### config.mk
export PLATFORM = sky130hd
export DESIGN_NAME = keypad_entry
export DESIGN_NICKNAME = d
export VERILOG_FILES = /design/src/rtl/lock_pkg.sv /design/src/rtl/keypad_row_sync.sv /design/src/rtl/keypad_entry.sv
export SDC_FILE = /design/constraint.sdc
export NUM_CORES = 1
export LEC_CHECK = 0
export CAP_MARGIN = 20
export CORE_MARGIN = 1.5
export CORE_UTILIZATION = 45
export DETAILED_ROUTE_END_ITERATION = 12
export PLACE_DENSITY = 0.73
export SLEW_MARGIN = 20
export SYNTH_ARGS = -nofsm -noshare
export SYNTH_HDL_FRONTEND = slang
export SYNTH_HIERARCHICAL = 1
export SYNTH_SLANG_ARGS = --single-unit
### constraint.sdc
create_clock -name clk -period 2.4 [get_ports clk]
set_input_delay 0.48 -clock clk [delete_from_list [all_inputs] [get_ports clk]]
set_output_delay 0.48 -clock clk [all_outputs]
set_load 0.03 [all_outputs]
### src/rtl/lock_pkg.sv
// Shared definitions for the keypad front end and digital_lock.
// Holds the FSM state type, the key code constants, the digit width and
// the (row, col) to key code map of the 4x4 keypad.
package lock_pkg;

   localparam int DIGIT_W = 4;

   typedef enum logic [1:0] {
      SCAN,
      DEBOUNCE,
      EMIT,
      WAIT_RELEASE
   } kp_state_t;

   localparam logic [DIGIT_W-1:0] KEY_STAR = 4'hE;
   localparam logic [DIGIT_W-1:0] KEY_HASH = 4'hF;
   // Letter keys A-D all collapse to one code that is never emitted.
   localparam logic [DIGIT_W-1:0] KEY_NONE = 4'hA;

   function automatic logic [DIGIT_W-1:0] keymap(input logic [1:0] row,
                                                 input logic [1:0] col);
      logic [DIGIT_W-1:0] code;
      code = KEY_NONE;
      case ({row, col})
         4'b00_00: code = 4'd1;
         4'b00_01: code = 4'd2;
         4'b00_10: code = 4'd3;
         4'b01_00: code = 4'd4;
         4'b01_01: code = 4'd5;
         4'b01_10: code = 4'd6;
         4'b10_00: code = 4'd7;
         4'b10_01: code = 4'd8;
         4'b10_10: code = 4'd9;
         4'b11_00: code = KEY_STAR;
         4'b11_01: code = 4'd0;
         4'b11_10: code = KEY_HASH;
         default:  code = KEY_NONE;
      endcase
      return code;
   endfunction

endpackage

### src/rtl/keypad_row_sync.sv
// Two-flop synchroniser for the asynchronous, active-low keypad rows.
// Ports:
//   clk       system clock
//   rst       synchronous reset, active-high (rows read as released)
//   row_in    raw keypad rows, active-low
//   row_sync  synchronised rows
module keypad_row_sync (
   input  logic       clk,
   input  logic       rst,
   input  logic [3:0] row_in,
   output logic [3:0] row_sync
);

   logic [3:0] row_meta;

   always_ff @(posedge clk) begin
      if (rst) begin
         row_meta <= 4'b1111;
         row_sync <= 4'b1111;
      end else begin
         row_meta <= row_in;
         row_sync <= row_meta;
      end
   end

endmodule

### src/rtl/keypad_entry.sv
// Keypad front end for digital_lock: scans a 4x4 active-low matrix,
// debounces press and release, and turns each key into a single-cycle
// digit / submit / clear / reject pulse.
// Ports:
//   clk              system clock
//   rst              synchronous reset, active-high
//   row_in[3:0]      keypad rows, active-low, asynchronous
//   col_out[3:0]     keypad column drive, active-low, at most one low
//   ready_for_input  lock accepts keys only while high
//   digit_valid      one-cycle pulse, digit_in valid in that cycle
//   digit_in[3:0]    last accepted digit, held
//   submit           one-cycle pulse on '#'
//   clear            one-cycle pulse on '*'
//   key_reject       one-cycle pulse when a key is dropped
//   digit_cnt        digits accepted in the current entry
//
// state        | meaning
// SCAN         | drive column col for SCAN_DIV cycles, sample rows in last
// DEBOUNCE     | hold column, require latched row pattern DEBOUNCE_CNT cycles
// EMIT         | one cycle, decide which pulse to register
// WAIT_RELEASE | hold column, require all rows high DEBOUNCE_CNT cycles
module keypad_entry
   import lock_pkg::*;
#(
   parameter int CODE_LEN     = 4,
   parameter int SCAN_DIV     = 16,
   parameter int DEBOUNCE_CNT = 1000
) (
   input  logic                             clk,
   input  logic                             rst,
   input  logic [3:0]                       row_in,
   output logic [3:0]                       col_out,
   input  logic                             ready_for_input,
   output logic                             digit_valid,
   output logic [DIGIT_W-1:0]               digit_in,
   output logic                             submit,
   output logic                             clear,
   output logic                             key_reject,
   output logic [$clog2(CODE_LEN+1)-1:0]    digit_cnt
);

   localparam int CNT_W  = $clog2(CODE_LEN+1);
   localparam int SCAN_W = (SCAN_DIV > 1) ? $clog2(SCAN_DIV) : 1;
   localparam int DEB_W  = (DEBOUNCE_CNT > 1) ? $clog2(DEBOUNCE_CNT) : 1;

   localparam logic [SCAN_W-1:0] SCAN_LOAD = SCAN_W'(SCAN_DIV - 1);
   localparam logic [DEB_W-1:0]  DEB_LOAD  = DEB_W'(DEBOUNCE_CNT - 1);

   logic [3:0]         rs;
   kp_state_t          state;
   logic [1:0]         col;
   logic               active;
   logic [SCAN_W-1:0]  scan_cnt;
   logic [DEB_W-1:0]   deb_cnt;
   logic [3:0]         key_rows;
   logic [DIGIT_W-1:0] key_code;

   logic               one_low;
   logic [1:0]         row_idx;

   keypad_row_sync u_row_sync (
      .clk      (clk),
      .rst      (rst),
      .row_in   (row_in),
      .row_sync (rs)
   );

   // Columns stay undriven until the first cycle out of reset.
   assign col_out = active ? ~(4'b0001 << col) : 4'b1111;

   // Exactly one row low is a valid press; anything else (none, or ghosting) is skipped.
   always_comb begin
      one_low = 1'b0;
      row_idx = 2'd0;
      case (rs)
         4'b1110: begin one_low = 1'b1; row_idx = 2'd0; end
         4'b1101: begin one_low = 1'b1; row_idx = 2'd1; end
         4'b1011: begin one_low = 1'b1; row_idx = 2'd2; end
         4'b0111: begin one_low = 1'b1; row_idx = 2'd3; end
         default: begin one_low = 1'b0; row_idx = 2'd0; end
      endcase
   end

   always_ff @(posedge clk) begin
      if (rst) begin
         state       <= SCAN;
         col         <= 2'd0;
         active      <= 1'b0;
         scan_cnt    <= SCAN_LOAD;
         deb_cnt     <= DEB_LOAD;
         key_rows    <= 4'b1111;
         key_code    <= KEY_NONE;
         digit_valid <= 1'b0;
         digit_in    <= '0;
         submit      <= 1'b0;
         clear       <= 1'b0;
         key_reject  <= 1'b0;
         digit_cnt   <= '0;
      end else begin
         digit_valid <= 1'b0;
         submit      <= 1'b0;
         clear       <= 1'b0;
         key_reject  <= 1'b0;
         active      <= 1'b1;

         case (state)
            SCAN: begin
               // First cycle out of reset only turns the column on.
               if (active) begin
                  if (scan_cnt != '0) begin
                     scan_cnt <= scan_cnt - 1'b1;
                  end else if (one_low) begin
                     key_rows <= rs;
                     key_code <= keymap(row_idx, col);
                     deb_cnt  <= DEB_LOAD;
                     state    <= DEBOUNCE;
                  end else begin
                     col      <= col + 2'd1;
                     scan_cnt <= SCAN_LOAD;
                  end
               end
            end

            DEBOUNCE: begin
               if (rs != key_rows) begin
                  col      <= col + 2'd1;
                  scan_cnt <= SCAN_LOAD;
                  state    <= SCAN;
               end else if (deb_cnt == '0) begin
                  state <= EMIT;
               end else begin
                  deb_cnt <= deb_cnt - 1'b1;
               end
            end

            EMIT: begin
               if (key_code != KEY_NONE) begin
                  if (!ready_for_input) begin
                     key_reject <= 1'b1;
                  end else if (key_code == KEY_HASH) begin
                     submit    <= 1'b1;
                     digit_cnt <= '0;
                  end else if (key_code == KEY_STAR) begin
                     clear     <= 1'b1;
                     digit_cnt <= '0;
                  end else if (digit_cnt == CNT_W'(CODE_LEN)) begin
                     key_reject <= 1'b1;
                  end else begin
                     digit_valid <= 1'b1;
                     digit_in    <= key_code;
                     digit_cnt   <= digit_cnt + 1'b1;
                  end
               end
               deb_cnt <= DEB_LOAD;
               state   <= WAIT_RELEASE;
            end

            WAIT_RELEASE: begin
               if (rs != 4'b1111) begin
                  deb_cnt <= DEB_LOAD;
               end else if (deb_cnt == '0) begin
                  col      <= col + 2'd1;
                  scan_cnt <= SCAN_LOAD;
                  state    <= SCAN;
               end else begin
                  deb_cnt <= deb_cnt - 1'b1;
               end
            end

            default: state <= SCAN;
         endcase
      end
   end

endmodule

==> results of run 1 <==
[through the flow]
stage | util [%] | setup WS [ps]
after floorplan | - | 528
after global placement | 52.1 | 374
after detailed placement | 52.1 | 343
after CTS | 53.7 | 21.2
after global routing | 53.8 | 6.17
final | 53.8 | 133
[final timing paths]
check	from	to	cells after the start
worst max register to register	deb_cnt[0]$_SDFFE_PP1P_	col[1]$_SDFFE_PP0P_	7
worst min-delay path	u_row_sync/row_meta[3]$_SDFF_PP1_	u_row_sync/row_sync[3]$_SDFF_PP1_	1
worst max-delay path	col[1]$_SDFFE_PP0P_	col_out[1]	4
worst min register to register	u_row_sync/row_meta[3]$_SDFF_PP1_	u_row_sync/row_sync[3]$_SDFF_PP1_	1
[layout make-up]
type                    instances  area (um^2)  share of cell area [%]
repair buffers                 26          253                    9.20
clock buffers                   6         82.6                    3.01
multi-input cells             195         1360                    49.6
inverters                      11         41.3                    1.50
flip-flops and latches         46          921                    33.5
well taps                      70         87.6                    3.19
[synth_stat cells, drive strengths merged (2+ instances only)]
library cell  number  area share, %
a21oi              7            1.5
a221o              4            1.7
a311oi             2            1.0
a31o               2           0.74
a31oi              3            1.1
a32oi              4            1.5
a41oi              2           0.74
and2               2           0.53
and3               3           0.79
buf                5            1.3
clkbuf             7            1.1
dfxtp             46             39
ha                11            5.8
inv               11            1.7
mux2               2           0.95
mux2i              7            2.9
nand2             29            4.6
nand2b             3           0.79
nand3             11            2.3
nand4              2           0.53
nand4b             2           0.74
nor2              19            3.0
nor2b              3           0.79
nor3              11            3.2
nor3b              5            1.8
nor4               2           0.53
o211ai             5            1.8
o21a               3           0.95
o21ai             12            2.7
o311ai             3            1.1
o41ai              4            2.3
or2                9            2.4
or3                2           0.53
xnor2              3            1.1
xor2               5            1.8
[repair_timing]
action,CTS,global route
endpoints found under the setup margin,0,2
setup buffers,0,0
gates resized for setup,0,2
[power breakdown]
group | leakage, nW | internal [mW] | switching, mW
registers | 0.374 | 0.773 | 0.0123
logic | 0.596 | 0.0368 | 0.0501
clock network | 0.0431 | 0.222 | 0.239
[kinds of logic after synthesis]
logic type | Yosys count | synth area share, %
simple gates | 107 | 23.9
compound gates | 59 | 19.7
flops | 46 | 38.7
buf+inv | 23 | 4.15
fa+ha+maj | 11 | 5.78
mux | 10 | 4.83
xor+xnor | 8 | 2.94
[layer usage]
| layer | track usage (%) | routed length [um] | up-vias |
|---|---|---|---|
| li1 | - | - | 1002 |
| met1 | 23.7 | 2420 | 934 |
| met2 | 31.5 | 2280 | 24 |
| met3 | 5.69 | 162 | 9 |
| met4 | 7.34 | 89 | 0 |
| met5 | 0 | 0 | - |
[sequential cells by signal, indices dropped and copies added (netlist names), named ones only]
signal	count
scan_cnt	4
key_reject	1
clear	1
u_row_sync/row_sync	4
col	2
key_rows	4
digit_in	4
digit_valid	1
active	1
digit_cnt	3
u_row_sync/row_meta	4
submit	1
key_code	4
state	1
deb_cnt	10
==> impl_results.md, run 1 <==
* DR DRC count at 0
* Vias in the first global route at 1827
* Row Count at 26
* DR iter-0 viols at 71
* CP Launch Type: flip-flop
* Yosys reg bits at 46
* Dpl cells at 348
* Worst slew pin tran at 604 ps
* Async SR Flop Fraction at 0%
* Antenna violations before repair at 0
* Critical Path AT at 1790 ps
* CP endpoint kind: primary output
* Area Growth Syn to Fin at 15.3%
* H-tree Lvls at 2
* Top FF cell, synth: dfxtp_1
* CTS Root Cell: clkbuf_8
* Drt pass-1 iters at 4
* Final Non-Filler Cells at about 350
* Worst-path maximum fanout at 5
* Leak at 1.01 nW
* Reg2reg setup slack at 310 ps
* Syn Nets at 282
* Fill count at 501
* DRT antenna net count at 0
* Largest net degree at the start of global routing at 25
* Area of the die at about 0.0057 mm^2
* Average instance area after synthesis at 9.02 um^2
* Max frequency at 441 MHz
* CTS clk-pin slew, worst paths at 80 ps
* GPL Wtd Cong at roughly 0.86
* Worst hold slack at between 400 and 500 ps
* Clock period minus worst slack at 2270 ps
* Most frequent cells in the layout: 46 x dfxtp_1, 29 x nand2_1, 19 x nor2_1, 19 x clkdlybuf4s50_1
* Hold Vio Cnt, Final at 0
* Synth Cell Area at 0.00238 mm^2
* Initial Util at 46.6%
* Buf+Inv Stages, Crit Path at 2
* Worst Path Required at roughly 1900 ps
* EDFF count, synth at 0
* Latest clock arrival within the worst-skew pair at 300 ps
* CTS tree: yes
* Setup Skew at 6.69 ps
* CTS buffer count at 5
* Grt total ovfl at 0
* Sequential element share of the synthesized area at about two fifths
* Die height at between 70 and 80 um
* Clock Sinks at between 40 and 50
* Antenna cells at 0
* Die width at 75.7 um
* Final instance area at around 0.0027 mm^2
* HPWL after DPL at 3.60 mm
* Setup TNS Final at 0 ps
* Max-slew violation count at 0
* Top delay family on crit path: buffers and inverters
* Slowest cell delay on critical path at 670 ps
* Final Net Count at 303
* Synth warnings at 6
* Min-Delay Path Class: flip-flop to flip-flop
* Max-cap violation count at 0
* RSZ-0062 raised after global routing: false
* Drt total wl at 4.94 mm
* Final period util at 94.5%
* Drt wl/cell at roughly 14 um
* Synth cell types at 59
* First-pass GRT wire length at 8.30 mm
* Slowest-stage cell, CP: clkdlybuf4s50_1
* Post-CTS Hold Fix Bufs at 0
* Setup violators final at 0
* Tot GR Track Use at 19.2%
* Routed vias at 1969
* Pwr dens at around 490 mW/mm^2
* Pwr Total at between 1 and 1.5 mW
* Crit-path cells: inv_1, ha_1, nand2_1, clkdlybuf4s50_1
* Core area at 0.00511 mm^2
* Fraction of layout cells with a size suffix above 1 at 8.80%
* Slew margin rel. at 59.7%
* Worst Setup Path Type: flip-flop to primary output
* Worst VDD drop at 268 uV
* Placed Area at 0.00266 mm^2
* Vias/cell at 5.56
* Port buffer count at 21
* Num ports at 22
* Synthesized instance count at around 260
* Leading cell type in the layout, fill and taps excluded: dfxtp_1
* Status: finished, final reports clean
* Clk buf depth at 2
Power figures use the tool's default switching activity.
==> run 2: changes to the inputs <==
CORE_UTILIZATION = 61   (was 45)
PLACE_DENSITY = 0.92   (was 0.73)
clock period = 2.93 ns   (was 2.4 ns; I/O delays follow)
==> impl_results.md, run 2 (synthesis results as in run 1) <==
* CP endpoint kind: primary output (unchanged)
* Pwr Total at 1.12 mW (was 1.33 mW)
* Max-slew violation count at 0 (unchanged)
* CTS buffer count at 5 (unchanged)
* Setup violators final at 0 (unchanged)
* Final Net Count at 301 (was 303)
* Row Count at 22 (was 26)
* Drt pass-1 iters at 4 (unchanged)
* Clock period minus worst slack at roughly 2400 ps
* FF+latch area at 921 um^2 (unchanged)
* Setup TNS Final at 0 ps (unchanged)
* Crit Reg-Reg Endpoint: scan_cnt[3]$_SDFFE_PP1P_ (was col[1]$_SDFFE_PP0P_)
* DR DRC count at 0 (unchanged)
* Worst slew pin tran at 643 ps (was 604 ps)
* Vias/cell at 6.08 (was 5.56)
* Final period util at between 80% and 90%
* Worst VDD drop at 448 uV (was 268 uV)
* Top reg by flops: deb_cnt (unchanged)
* Leak at 0.998 nW (was 1.01 nW)
* Tot GR Track Use at 25.8% (was 19.2%)
* Hold EP: u_row_sync/row_sync[1]$_SDFF_PP1_ (was u_row_sync/row_sync[3]$_SDFF_PP1_)
* Area of the die at 0.00429 mm^2 (was 0.00574 mm^2)
* Met2 Track Usage GR at 40.9% (was 31.5%)
* Antenna violations before repair at 0 (unchanged)
* CTS clk-pin slew, worst paths at 80 ps (about the same)
* Post-CTS resize count at 0 (unchanged)
* CP Launch Type: flip-flop (unchanged)
* Net Sw Power at 267 uW (was 301 uW)
* Max reg flops at 10 (unchanged)
* DR iter-0 viols at 179 (was 71)
* Post-CTS Hold Fix Bufs at 0 (unchanged)
* Core area at 0.00372 mm^2 (was 0.00511 mm^2)
* Worst Path Required at 2340 ps (was 1920 ps)
* Hold Vio Cnt, Final at 0 (unchanged)
* Die height at 65.5 um (was 75.7 um)
* Initial Util at 64.1% (was 46.6%)
* Drt wl/cell at 14.9 um (was 14.0 um)
* Clock Sinks at 46 (unchanged)
* FF-to-FF Start: deb_cnt[0]$_SDFFE_PP1P_ (unchanged)
* R2r worst-path depth at 7 (unchanged)
* Comb power frac at 6.4% (was 6.5%)
* Grt total ovfl at 0 (unchanged)
* Placed Area at 0.00262 mm^2 (was 0.00266 mm^2)
* Gr busiest metal: met2 (unchanged)
* H-tree Lvls at 2 (unchanged)
* Hold wc startpoint: u_row_sync/row_meta[1]$_SDFF_PP1_ (was u_row_sync/row_meta[3]$_SDFF_PP1_)
* Latest clock arrival within the worst-skew pair at 310 ps (was 300 ps)
* Area of the multi-input gates at 0.00136 mm^2 (unchanged)
* Die width at 65.5 um (was 75.7 um)
* CTS tree: yes (unchanged)
* Port buffer count at 21 (unchanged)
* HPWL after DPL at 3.47 mm (was 3.60 mm)
* Worst-path maximum fanout at 7 (was 5)
* Switching part of the total at 23.8% (was 22.6%)
* Worst Setup Path Type: flip-flop to primary output (unchanged)
* Leading cell type in the layout, fill and taps excluded: dfxtp_1 (unchanged)
* DRT antenna net count at 0 (unchanged)
* RSZ-0062 raised after global routing: false (unchanged)
* Most frequent cells in the layout: 46 x dfxtp_1, 29 x nand2_1, 21 x clkdlybuf4s50_1 (was 46 x dfxtp_1, 29 x nand2_1, 19 x nor2_1, 19 x clkdlybuf4s50_1)
* Final instance area at 0.00271 mm^2 (was 0.00275 mm^2)
* CTS Root Cell: clkbuf_8 (unchanged)
* Area Growth Syn to Fin at 13.9% (was 15.3%)
* Max frequency at 409 MHz
* Fraction of layout cells with a size suffix above 1 at 8.80% (unchanged)
* First-pass GRT wire length at 8.54 mm (was 8.30 mm)
* Largest net degree at the start of global routing at 17 (was 25)
* Setup Skew at 5.29 ps (was 6.69 ps)
* M1 GR Usage at 31.9% (was 23.7%)
* Post-CTS Setup Repair Bufs at 0 (unchanged)
* Vias in the first global route at 1937 (was 1827)
* Drt total wl at 4.95 mm (was 4.94 mm)
* Flop pwr share at 57.5% (was 58.9%)
* Hold Path Stages at 1 (unchanged)
* Pwr dens at 413 mW/mm^2 (was 485 mW/mm^2)
* Internal at 853 uW (was 1.03 mW)
* Antenna cells at 0 (unchanged)
* Critical Path AT at 1860 ps (was 1790 ps)
* Slew margin rel. at 57.1% (was 59.7%)
* Clk buf depth at 2 (unchanged)
* Max-cap violation count at 0 (unchanged)
* GPL Wtd Cong at 0.840 (was 0.858)
* Min-Delay Path Class: flip-flop to flip-flop (unchanged)
* Routed vias at 2018 (was 1969)
* Num ports at 22 (unchanged)
* Fill count at 280 (was 501)
* Reg2reg setup slack at 860 ps (was 310 ps)
* Clk pwr share at 36.2% (was 34.6%)
* Status: finished, final reports clean (unchanged)
* Met3 usage at 6.68% (was 5.69%)
## run 2: layout make-up
cell class | instances | share of cell area [%]
inverter | 11 | 1.52
timing repair buffer | 24 | 8.58
clock inverter | 2 | 0.461
tap | 48 | 2.22
sequential | 46 | 34.0
multi-input combinational | 195 | 50.2
clock buffer | 6 | 3.05
## run 2: metrics by stage
| step | worst slack [ps] | instances | util (%) | hold slack [ps] |
|---|---|---|---|---|
| 3_5_place_dp | 798 | 324 | 70.4 | 389 |
| 5_1_grt | 351 | 332 | 73.0 | 430 |
| 4_1_cts | 464 | 332 | 73.0 | 408 |
| 6_report | 483 | 332 | 73.0 | 407 |
| 2_1_floorplan | 1060 | 264 | - | 383 |
| 3_3_place_gp | 863 | 324 | 70.4 | 385 |
## run 2: worst max-delay path by stage
stage | from | depth (start not counted) | endpoint
6_report | col[0]$_SDFFE_PP0P_ | 4 | col_out[0]
2_1_floorplan | deb_cnt[0]$_SDFFE_PP1P_ | 7 | scan_cnt[1]$_SDFFE_PP1P_
3_3_place_gp | col[0]$_SDFFE_PP0P_ | 4 | col_out[2]
4_1_cts | col[0]$_SDFFE_PP0P_ | 4 | col_out[0]
5_1_grt | col[0]$_SDFFE_PP0P_ | 4 | col_out[0]
3_5_place_dp | col[0]$_SDFFE_PP0P_ | 4 | col_out[0]
## run 2: power groups by stage
stage	clock (mW)	sequential (mW)	combinational [mW]
floorplan	0	0.651	0.0536
global placement	0	0.657	0.0676
detailed placement	0	0.658	0.0699
CTS	0.406	0.643	0.0707
global route	0.439	0.645	0.0784
finish	0.405	0.643	0.0714
## run 2: metal layers
metal | wire [um] | part of all wire [%]
met5 | 0 | 0
met2 | 2360 | 48
met1 | 2210 | 45
met4 | 103 | 2.1
met3 | 281 | 5.7
## run 2: critical path, cell delays in order, from the launching register on
cell and delay, ps:
dfxtp_1 450, inv_1 140, ha_1 230, nand2_1 60, clkdlybuf4s50_1 670
==> run 3: changes to the inputs <==
CORE_UTILIZATION = 51   (was 61)
PLACE_DENSITY = 0.83   (was 0.92)
clock period = 2.05 ns   (was 2.93 ns; I/O delays follow)
==> impl_results.md, run 3 (synthesis results as in run 1) <==
* Initial Util at 53.9% (was 64.1%)
* Clock Sinks at 46 (unchanged)
* Leak at 1.07 nW (was 0.998 nW)
* DR DRC count at 0 (unchanged)
* Met3 usage at 2.95% (was 6.68%)
* Reg2reg setup slack at 140 ps (was 860 ps)
* CP endpoint kind: flip-flop (was primary output)
* Die height at 71.3 um (was 65.5 um)
* Row Count at 24 (was 22)
* Drt pass-1 iters at 4 (unchanged)
* Internal at 1.32 mW (was 853 uW)
* Latest clock arrival within the worst-skew pair at 300 ps (was 310 ps)
* Vias in the first global route at 1989 (was 1937)
* Worst Setup EP: scan_cnt[3]$_SDFFE_PP1P_ (was col_out[0])
* Gr busiest metal: met2 (unchanged)
* Final period util at between 90% and 100%
* Tot GR Track Use at 22.1% (was 25.8%)
* Critical Path AT at 2100 ps (was 1860 ps)
* Fill count at 376 (was 280)
* Die width at 71.3 um (was 65.5 um)
* CTS buffer count at 5 (unchanged)
* Area of the multi-input gates at 0.00137 mm^2 (was 0.00136 mm^2)
* Final core occ at 64.5% (was 73.0%)
* Area Growth Syn to Fin at 19.5% (was 13.9%)
* Largest net degree at the start of global routing at 17 (unchanged)
* Net Sw Power at 389 uW (was 267 uW)
* Setup Skew at 10.9 ps (was 5.29 ps)
* Final Net Count at 316 (was 301)
* Hold Vio Cnt, Final at 0 (unchanged)
* Antenna cells at 0 (unchanged)
* H-tree Lvls at 2 (unchanged)
* Max-cap violation count at 0 (unchanged)
* Num ports at 22 (unchanged)
* Most frequent cells in the layout: 45 x dfxtp_1, 29 x nand2_1, 19 x nor2_1 (was 46 x dfxtp_1, 29 x nand2_1, 21 x clkdlybuf4s50_1)
* Core area at 0.00441 mm^2 (was 0.00372 mm^2)
* Comb power frac at 6.3% (was 6.4%)
* DRT antenna net count at 0 (unchanged)
* RSZ-0062 raised after global routing: false (unchanged)
* Setup violators final at 0 (unchanged)
* Vias/cell at 5.92 (was 6.08)
* Area of the die at 0.00509 mm^2 (was 0.00429 mm^2)
* Clk buf depth at 2 (unchanged)
* Max-slew violation count at 0 (unchanged)
* FF+latch area at 922 um^2 (was 921 um^2)
* Worst Setup Path Type: flip-flop to flip-flop (was flip-flop to primary output)
* Routed vias at 2077 (was 2018)
* DR iter-0 viols at 139 (was 179)
* Fraction of layout cells with a size suffix above 1 at 14.0% (was 8.80%)
* Worst-path maximum fanout at 6 (was 7)
* Grt total ovfl at 0 (unchanged)
* Top reg by flops: deb_cnt (unchanged)
* Leading cell type in the layout, fill and taps excluded: dfxtp_1 (unchanged)
* Worst slew pin tran at 585 ps (was 643 ps)
* HPWL after DPL at 3.92 mm (was 3.47 mm)
* Max frequency at 522 MHz
* Status: finished, final reports clean (unchanged)
* Flop pwr share at 53.9% (was 57.5%)
* Slew margin rel. at 61.0% (was 57.1%)
* FF-to-FF Start: deb_cnt[4]$_SDFFE_PP0P_ (was deb_cnt[0]$_SDFFE_PP1P_)
* CTS Root Cell: clkbuf_8 (unchanged)
* Worst setup startpoint: deb_cnt[4]$_SDFFE_PP0P_ (was col[0]$_SDFFE_PP0P_)
* Drt wl/cell at 15.2 um (was 14.9 um)
* Worst VDD drop at 393 uV (was 448 uV)
* Clk pwr share at 39.7% (was 36.2%)
* Met2 Track Usage GR at 35.6% (was 40.9%)
* CP Launch Type: flip-flop (unchanged)
* Worst Path Required at 2230 ps (was 2340 ps)
* Port buffer count at 21 (unchanged)
* M1 GR Usage at 29.7% (was 31.9%)
* Max reg flops at 10 (unchanged)
* Pwr dens at 600 mW/mm^2 (was 413 mW/mm^2)
* R2r worst-path depth at 5 (was 7)
* Setup TNS Final at 0 ps (unchanged)
* Switching part of the total at 22.8% (was 23.8%)
* Post-CTS Hold Fix Bufs at 0 (unchanged)
* CTS tree: yes (unchanged)
* Drt total wl at 5.32 mm (was 4.95 mm)
* Crit Reg-Reg Endpoint: scan_cnt[3]$_SDFFE_PP1P_ (unchanged)
* GPL Wtd Cong at 0.841 (was 0.840)
* CTS clk-pin slew, worst paths at 90 ps (was 80 ps)
* Antenna violations before repair at 0 (unchanged)
* Min-Delay Path Class: flip-flop to flip-flop (unchanged)
* Clock period minus worst slack at about 1900 ps
* Post-CTS Setup Repair Bufs at 0 (unchanged)
* First-pass GRT wire length at 9.02 mm (was 8.54 mm)
[run 3: cell count changes in the layout (fill, tap and decap cells not counted), sizes merged]
cell / delta
clkinv: -1
bufinv: +1
dlygate4sd2: +4
buf: +15
clkdlybuf4s50: -4
[run 3: repair_timing]
action | in CTS | in global routing
pin swaps | 0 | 1
resized for setup | 4 | 4
setup endpoints to repair | 4 | 9
[run 3: worst max-delay path, cell delays in order (launching register included)]
cell and delay (ps):
dfxtp_1 370, or3_1 520, o41ai_4 460, and2_1 210, o21ai_2 100, mux2i_1 140
[run 3: final cells by class]
| type | instances | area share (%) |
|---|---|---|
| Multi-Input combinational cell | 195 | 48.0 |
| Tap cell | 52 | 2.29 |
| Timing Repair Buffer | 39 | 12.0 |
| Clock inverter | 2 | 1.32 |
| Sequential cell | 46 | 32.4 |
| Inverter | 11 | 1.45 |
| Clock buffer | 6 | 2.55 |
[run 3: through the flow]
step                      hold slack (ps)  power (mW)  instances  worst slack [ps]  area (um^2)
final                                 410        1.71        351               136         2850
after global routing                  420        1.76        351             0.216         2850
after CTS                             416        1.71        351              45.8         2840
after detailed placement              394        1.05        343              61.6         2730
after global placement                385        1.04        343               149         2730
after floorplan                       383        1.01        264               178         2380
[run 3: worst min path at each step]
| stage | startpoint | endpoint | slack [ps] | cells past startpoint |
|---|---|---|---|---|
| 6_report | u_row_sync/row_meta[0]$_SDFF_PP1_ | u_row_sync/row_sync[0]$_SDFF_PP1_ | 410 | 1 |
| 3_3_place_gp | u_row_sync/row_meta[3]$_SDFF_PP1_ | u_row_sync/row_sync[3]$_SDFF_PP1_ | 390 | 1 |
| 3_5_place_dp | u_row_sync/row_meta[0]$_SDFF_PP1_ | u_row_sync/row_sync[0]$_SDFF_PP1_ | 390 | 1 |
| 4_1_cts | u_row_sync/row_meta[0]$_SDFF_PP1_ | u_row_sync/row_sync[0]$_SDFF_PP1_ | 420 | 1 |
| 2_1_floorplan | u_row_sync/row_meta[0]$_SDFF_PP1_ | u_row_sync/row_sync[0]$_SDFF_PP1_ | 380 | 1 |
| 5_1_grt | u_row_sync/row_meta[0]$_SDFF_PP1_ | u_row_sync/row_sync[0]$_SDFF_PP1_ | 420 | 1 |
[run 3: power groups by stage]
stage / registers [mW] / clock network (mW) / logic (mW)
finish: 0.921 / 0.678 / 0.108
global route: 0.922 / 0.720 / 0.118
CTS: 0.920 / 0.687 / 0.108
detailed placement: 0.941 / 0 / 0.108
global placement: 0.940 / 0 / 0.105
floorplan: 0.930 / 0 / 0.0767
[run 3: layer usage]
metal | up-vias | share of wire [%]
li1 | 1029 | -
met1 | 983 | 45
met2 | 56 | 48
met3 | 9 | 6.3
met4 | 0 | 1.4
met5 | - | 0
